**config.mk**
```make
export PLATFORM = sky130hd
export DESIGN_NAME = upper_tri_expand
export DESIGN_NICKNAME = d
export VERILOG_FILES = /design/src/rtl/matrix_pkg.sv /design/src/rtl/upper_tri_expand.sv
export SDC_FILE = /design/constraint.sdc
export NUM_CORES = 1
export LEC_CHECK = 0
export ABC_AREA = 1
export ABC_CLOCK_PERIOD_IN_PS = 1500
export CORE_MARGIN = 5
export CORE_UTILIZATION = 58
export CTS_BUF_LIST = sky130_fd_sc_hd__clkbuf_2
export DETAILED_ROUTE_END_ITERATION = 10
export DONT_BUFFER_PORTS = 1
export GPL_ROUTABILITY_DRIVEN = 1
export PLACE_DENSITY = 0.85
export SLEW_MARGIN = 10
export SYNTH_ARGS = -nofsm -noshare
export SYNTH_HDL_FRONTEND = slang
export SYNTH_SLANG_ARGS = --single-unit
```
**constraint.sdc**
```tcl
create_clock -name clk -period 1.5 [get_ports clk]
set_input_delay 0.45 -clock clk [delete_from_list [all_inputs] [get_ports clk]]
set_output_delay 0.45 -clock clk [all_outputs]
set_load 0.01 [all_outputs]
```
**src/rtl/matrix_pkg.sv**
```systemverilog
// matrix_pkg: constants, types and helpers shared by the matrix streaming blocks.
package matrix_pkg;

    // Default matrix order and element width used by the matrix blocks.
    localparam int MATRIX_SIZE_DEFAULT       = 32'sd4;
    localparam int MATRIX_DATA_WIDTH_DEFAULT = 32'sd32;

    // Row/column index wide enough for the largest supported order (64).
    typedef logic [5:0] matrix_idx_t;

    // Number of elements stored in a packed upper-triangular N x N matrix.
    function automatic int tri_count(input int n);
        return (n * (n + 32'sd1)) / 32'sd2;
    endfunction

endpackage

```
**src/rtl/upper_tri_expand.sv**
```systemverilog
// upper_tri_expand: expands a row-major packed upper-triangular stream
// (diagonal included) into a full row-major N x N stream, zero-filling
// the strictly lower triangle. One registered output stage, 1 beat/cycle.
// Optional out_tlast (last element of each matrix) is enabled by defining
// the macro UPPER_TRI_EXPAND_TLAST_EN.
module upper_tri_expand
    import matrix_pkg::*;
#(
    parameter int SIZE       = MATRIX_SIZE_DEFAULT,
    parameter int DATA_WIDTH = MATRIX_DATA_WIDTH_DEFAULT
) (
    input  logic                  clk,
    input  logic                  rst,
    input  logic [DATA_WIDTH-1:0] in_tdata,
    input  logic                  in_tvalid,
    output logic                  in_tready,
    output logic [DATA_WIDTH-1:0] out_tdata,
    output logic                  out_tvalid,
    input  logic                  out_tready
`ifdef UPPER_TRI_EXPAND_TLAST_EN
    ,
    output logic                  out_tlast
`endif
);

    localparam int IDX_W = (SIZE > 1) ? $clog2(SIZE) : 1;
    localparam logic [IDX_W-1:0] LAST_IDX = IDX_W'(SIZE - 1);

    logic [IDX_W-1:0]      r_q, r_d;
    logic [IDX_W-1:0]      c_q, c_d;
    logic [DATA_WIDTH-1:0] out_tdata_q, out_tdata_d;
    logic                  out_tvalid_q, out_tvalid_d;
    logic                  load_s;
    logic                  pass_s;
    logic                  adv_s;
`ifdef UPPER_TRI_EXPAND_TLAST_EN
    logic                  out_tlast_q, out_tlast_d;
`endif

    // Slot classification, output-register next state and position advance.
    always_comb begin
        load_s       = !out_tvalid_q || out_tready;
        pass_s       = (c_q >= r_q);
        // The register is (re)loaded on every fill slot, or on a pass slot with data.
        adv_s        = load_s && (!pass_s || in_tvalid);
        out_tdata_d  = out_tdata_q;
        out_tvalid_d = out_tvalid_q;
        r_d          = r_q;
        c_d          = c_q;
`ifdef UPPER_TRI_EXPAND_TLAST_EN
        out_tlast_d  = out_tlast_q;
`endif
        if (load_s) begin
            if (pass_s && in_tvalid) begin
                out_tdata_d  = in_tdata;
                out_tvalid_d = 1'b1;
            end else if (!pass_s) begin
                out_tdata_d  = '0;
                out_tvalid_d = 1'b1;
            end else begin
                // Pass slot starved: drop valid, keep the last data bits.
                out_tvalid_d = 1'b0;
            end
        end else begin
            // Downstream stalled: hold everything.
            out_tvalid_d = out_tvalid_q;
        end
        if (adv_s) begin
`ifdef UPPER_TRI_EXPAND_TLAST_EN
            out_tlast_d = (r_q == LAST_IDX) && (c_q == LAST_IDX);
`endif
            if (c_q == LAST_IDX) begin
                c_d = '0;
                if (r_q == LAST_IDX) begin
                    r_d = '0;
                end else begin
                    r_d = r_q + IDX_W'(1);
                end
            end else begin
                c_d = c_q + IDX_W'(1);
            end
        end else begin
            c_d = c_q;
        end
    end

    // Position counters and output register; reset discards any partial matrix.
    always_ff @(posedge clk or negedge rst) begin
        if (!rst) begin
            r_q          <= '0;
            c_q          <= '0;
            out_tdata_q  <= '0;
            out_tvalid_q <= 1'b0;
`ifdef UPPER_TRI_EXPAND_TLAST_EN
            out_tlast_q  <= 1'b0;
`endif
        end else begin
            r_q          <= r_d;
            c_q          <= c_d;
            out_tdata_q  <= out_tdata_d;
            out_tvalid_q <= out_tvalid_d;
`ifdef UPPER_TRI_EXPAND_TLAST_EN
            out_tlast_q  <= out_tlast_d;
`endif
        end
    end

    // Input is only accepted on pass slots while the output register can load.
    assign in_tready  = load_s && pass_s;
    assign out_tdata  = out_tdata_q;
    assign out_tvalid = out_tvalid_q;
`ifdef UPPER_TRI_EXPAND_TLAST_EN
    assign out_tlast  = out_tlast_q;
`endif

endmodule

```
======== Word level (Yosys, flattened, before mapping) ========
Cells that the tools add are included.
W data, S select, Z words.
cells by class
  $add $sub $neg .......................... 2
  reduce and logical (&&, ||, !) cells .... 9
  mux-type cells .......................... 6
  $lt $le $gt $ge ......................... 1
  equal/unequal tests ..................... 3
operators with widths
  cell                   number
  $mux W32               2
  $add A2 B1 Y2 const B  2
  $eq A2 B2 Y1 const B   2
  $mux W2                2
  $reduce_and A2 Y1      2
  $logic_and A1 B1 Y1    3
  $ge A2 B2 Y1           1
  $logic_not A1 Y1       2
  $logic_or A1 B1 Y1     2
  $mux W1                2
  $ne A2 B1 Y1 const B   1
storage, ports and cells
  logic and storage cells ................. 25
  flip-flop bits (word level) ............. 37
  input port bits ......................... 36

======== Depth between registers and ports, before layout ========
  word-level depth ........................ 5
  depth in mapped cells ................... 10
  depth with buffers taken out ............ 9

======== Least setup slack after synthesis ========
OpenSTA, ideal clock, no wires.
  path kind ............................... reg-to-output
  from .................................... register r_q[1]
  to ...................................... output in_tready
  arrival ................................. 1140 ps
  setup slack ............................. -90 ps
  cell stages (with the launch flop) ...... 8
  path buffers ............................ 1
  data required time ...................... 1050 ps
  cells stage by stage .................... dfrtp_1 -> inv_1 -> ha_1 -> nand2_1 -> nand3_2 -> nand2_2 -> inv_4 -> buf_8
between the ends
  word-level cells in the longest chain between the ends .. 2
RTL lines
  element                 RTL line                 text
  from (decl)             upper_tri_expand.sv:29   logic [IDX_W-1:0] r_q, r_d;
  from (signal assigned)  upper_tri_expand.sv:98   r_q <= r_d;
  $ge A2 B2 Y1            upper_tri_expand.sv:43   pass_s = (c_q >= r_q);
  $logic_and A1 B1 Y1     upper_tri_expand.sv:109  assign in_tready = load_s && pass_s;
  to (decl)               upper_tri_expand.sv:16   output logic in_tready,
No other way between the ends.

======== Final worst setup path ========
  from .................................... register c_q[1]
  to ...................................... output in_tready
between the ends
  word-level cells in the longest chain between the ends .. 2
RTL lines
  element                 RTL line                 text
  from (decl)             upper_tri_expand.sv:30   logic [IDX_W-1:0] c_q, c_d;
  from (signal assigned)  upper_tri_expand.sv:91   c_q <= '0;
  from (signal assigned)  upper_tri_expand.sv:99   c_q <= c_d;
  $ge A2 B2 Y1            upper_tri_expand.sv:43
  $logic_and A1 B1 Y1     upper_tri_expand.sv:109
No other way between the ends.

==> run_results.csv <==
group,metric,value,unit
cells_and_area,final_cell_mix,"nand2_1, dfrtp_1, nand3_1",
cells_and_area,final_common_cell,"nand2_1",
yosys,avgSynthCellArea,9.56,µm²
clock_tree,cts_made_buffers,5,
critical_path,critPathTopFamily,"flip-flops",
critical_path,path_class,"reg2out",
min_path,min_path_type,"in2reg",
placed_design,dpl.hpwl,2460,µm
placed_design,gp_congestion,0.730,
run_status,status,"finished, violations left",
routing,via_count,1229,
clock_tree,clk_pin_slew,190,ps
critical_path,worstPathRequired,1050,ps
critical_path,crit_chain,"ha_4 > nand2_2 > nand3_2 > nand2_2 > inv_4",
routing,drt_wl_total,3780,µm
grt,grt_max_degree,38,
die,die_h,63.9,µm
cells_and_area,drive_gt1_share,22.8,%
timing,finalSetupTns,-368,ps
cells_and_area,antenna_cells,0,
critical_path,critical_path_buf_inv_count,1,
grt,grt.overflow.total,0,
routing,wl_per_cell,17.6,µm
routing,viasPerCell,5.72,
timing,period_share,125,%
critical_path,path_max_fanout,2,
clock_tree,cts_tree,"done",
run_status,violations,"setup timing",
critical_path,start_kind,"flip-flop",
routing,route.detailed.drc,0,
pwr,ir_drop,2710,µV
job,cap_violations,0,
critical_path,crit_top_cell,"nand2_2",
timing,slew_headroom,87.1,%
critical_path,cpMaxStageDelayCell,"dfrtp_1",
grt,antenna_found_initial,0,
pwr,p_leak,0.964,nW
timing,holdWs,149,ps
clock_tree,clock_sinks,37,
cells_and_area,fillCellCount,240,
critical_path,critical_path.max_stage_delay,460,ps
die,die_x,63.9,µm
routing,drtIter0Drc,29,
die,start_util,61.0,%
die,coreArea,2760,µm²
critical_path,end_kind,"output pin",
grt,grt_pass1_wl,6260,µm
timing,hold_violations,0,
clock_tree,insertion_delay,390,ps
cells_and_area,instances_no_fill,215,
yosys,syn_nets,216,
die,fp.dieArea,4080,µm²
yosys,synth.cell_area,1680,µm²
placed_design,place_inst,200,
clock_tree,root_buffer,"clkbuf_2",
yosys,yosysUniqueCellTypes,19,
clock_tree,clk_path_buf_depth,2,
pwr,p_per_area,2270,nW/µm²
die,rows,19,
yosys,synth_seq_area_share,55.0,%
timing,finalSetupViolations,1,
timing,slew_viol_final,0,
clock_tree,htree_levels,2,
grt,grt_usage,19.9,%
timing,finalWorstSetupSlack,-368,ps
timing,max_freq,535,MHz
grt,first_global_vias,1281,
placed_design,io_buffer_count,0,
yosys,synth_seq_cells,37,
critical_path,crit_arrival,1420,ps
yosys,netlist_instances,176,
placed_design,dpl_worst_slack,-28.7,ps
die,ios,70,
timing,max_slew.worst_pin.slew,193,ps
routing,dr.pass1.iters,4,
cells_and_area,syn_to_final_growth,8.40,%
timing,fin_skew,15.3,ps
yosys,yosys_warnings,0,
timing,timing.final.crit_period,1870,ps
timing,rsz0062_at_grt,"true",
routing,drt.antenna.violating_nets,0,
cells_and_area,finalNetCount,223,
where the power goes:
| part | internal, mW | switching [mW] |
|---|---|---|
| logic | 0.721 | 1.10 |
| registers | 1.40 | 0.474 |
| clock network | 0.110 | 0.329 |
| total | 2.23 | 1.91 |
cells in the mapped netlist (all sizes together):
master,n,area [µm²]
nor2,1,3.75
o21ai,1,5.00
nand4,2,12.5
nand2,78,337
clkbuf,1,3.75
or2,1,6.26
dfrtp,37,926
inv,7,28.8
ha,4,50.1
buf,9,90.1
nand3,35,220
metrics by stage:
step           total power, mW  instance area (µm²)  util [%]
6_report                  4.13                 1820      66.2
5_1_grt                   4.50                 1820      66.2
4_1_cts                   4.03                 1790      64.8
3_5_place_dp              3.37                 1660      60.3
3_3_place_gp              3.23                 1660      60.3
2_1_floorplan             3.15                 1680         -
cell type report:
class                   count  area, µm²  share of cell area (%)
flip-flops and latches     37        926                    50.8
multi-input cells         123        693                    38.0
repair buffers              9       95.1                    5.21
well taps                  31       38.8                    2.13
inverters                   7       28.8                    1.58
clock buffers               5       25.0                    1.37
clock inverters             3       17.5                   0.960
cell families (layout without fill, tap and decap cells):
logic type               after synthesis  count (layout)  share of synthesized area [%]
AO/OA/AOI/OAI                          1               1                          0.297
adder cells (fa/ha/maj)                4               4                           2.97
buffers and inverters                 17              24                           7.29
flip-flops                            37              37                           55.0
AND/OR/NAND/NOR                      117             118                           34.4
path summary, 6_finish.rpt:
check	from	endpoint	slack (ps)	cells after the start
worst min register to register	out_tdata[29]$_DFFE_PN0P_	out_tdata[29]$_DFFE_PN0P_	580	2
max in group asynchronous	rst	r_q[0]$_DFFE_PN0P_	830	2
worst min-delay path	in_tdata[13]	out_tdata[13]$_DFFE_PN0P_	150	2
worst max register to register	r_q[1]$_DFFE_PN0P_	out_tdata[11]$_DFFE_PN0P_	10	9
worst max-delay path	c_q[1]$_DFFE_PN0P_	in_tready	-370	5
min in group asynchronous	rst	c_q[0]$_DFFE_PN0P_	490	2
state kept, by name, indices dropped and copies added, names as in the netlist:
register,cells
c_q,2
out_tdata,32
out_tvalid,1
r_q,2
metal layers:
layer / track usage (%) / up-vias / part of all wire [%]
met5: 0 / - / 0
met4: 9.09 / 0 / 1.4
met3: 7.53 / 7 / 11
met2: 33.9 / 68 / 50
met1: 21.7 / 578 / 37
li1: - / 576 / -
timing repair:
item / in CTS / in global routing
resized for setup: 2 / 7
setup endpoints to repair: 35 / 37
buffers inserted: 3 / 1
hold buffers: 2 / 0
hold endpoints to repair: 37 / 0
pin swaps: 6 / 5
gates cloned: 1 / 0
No activity file was read; power rests on OpenSTA's default activity.
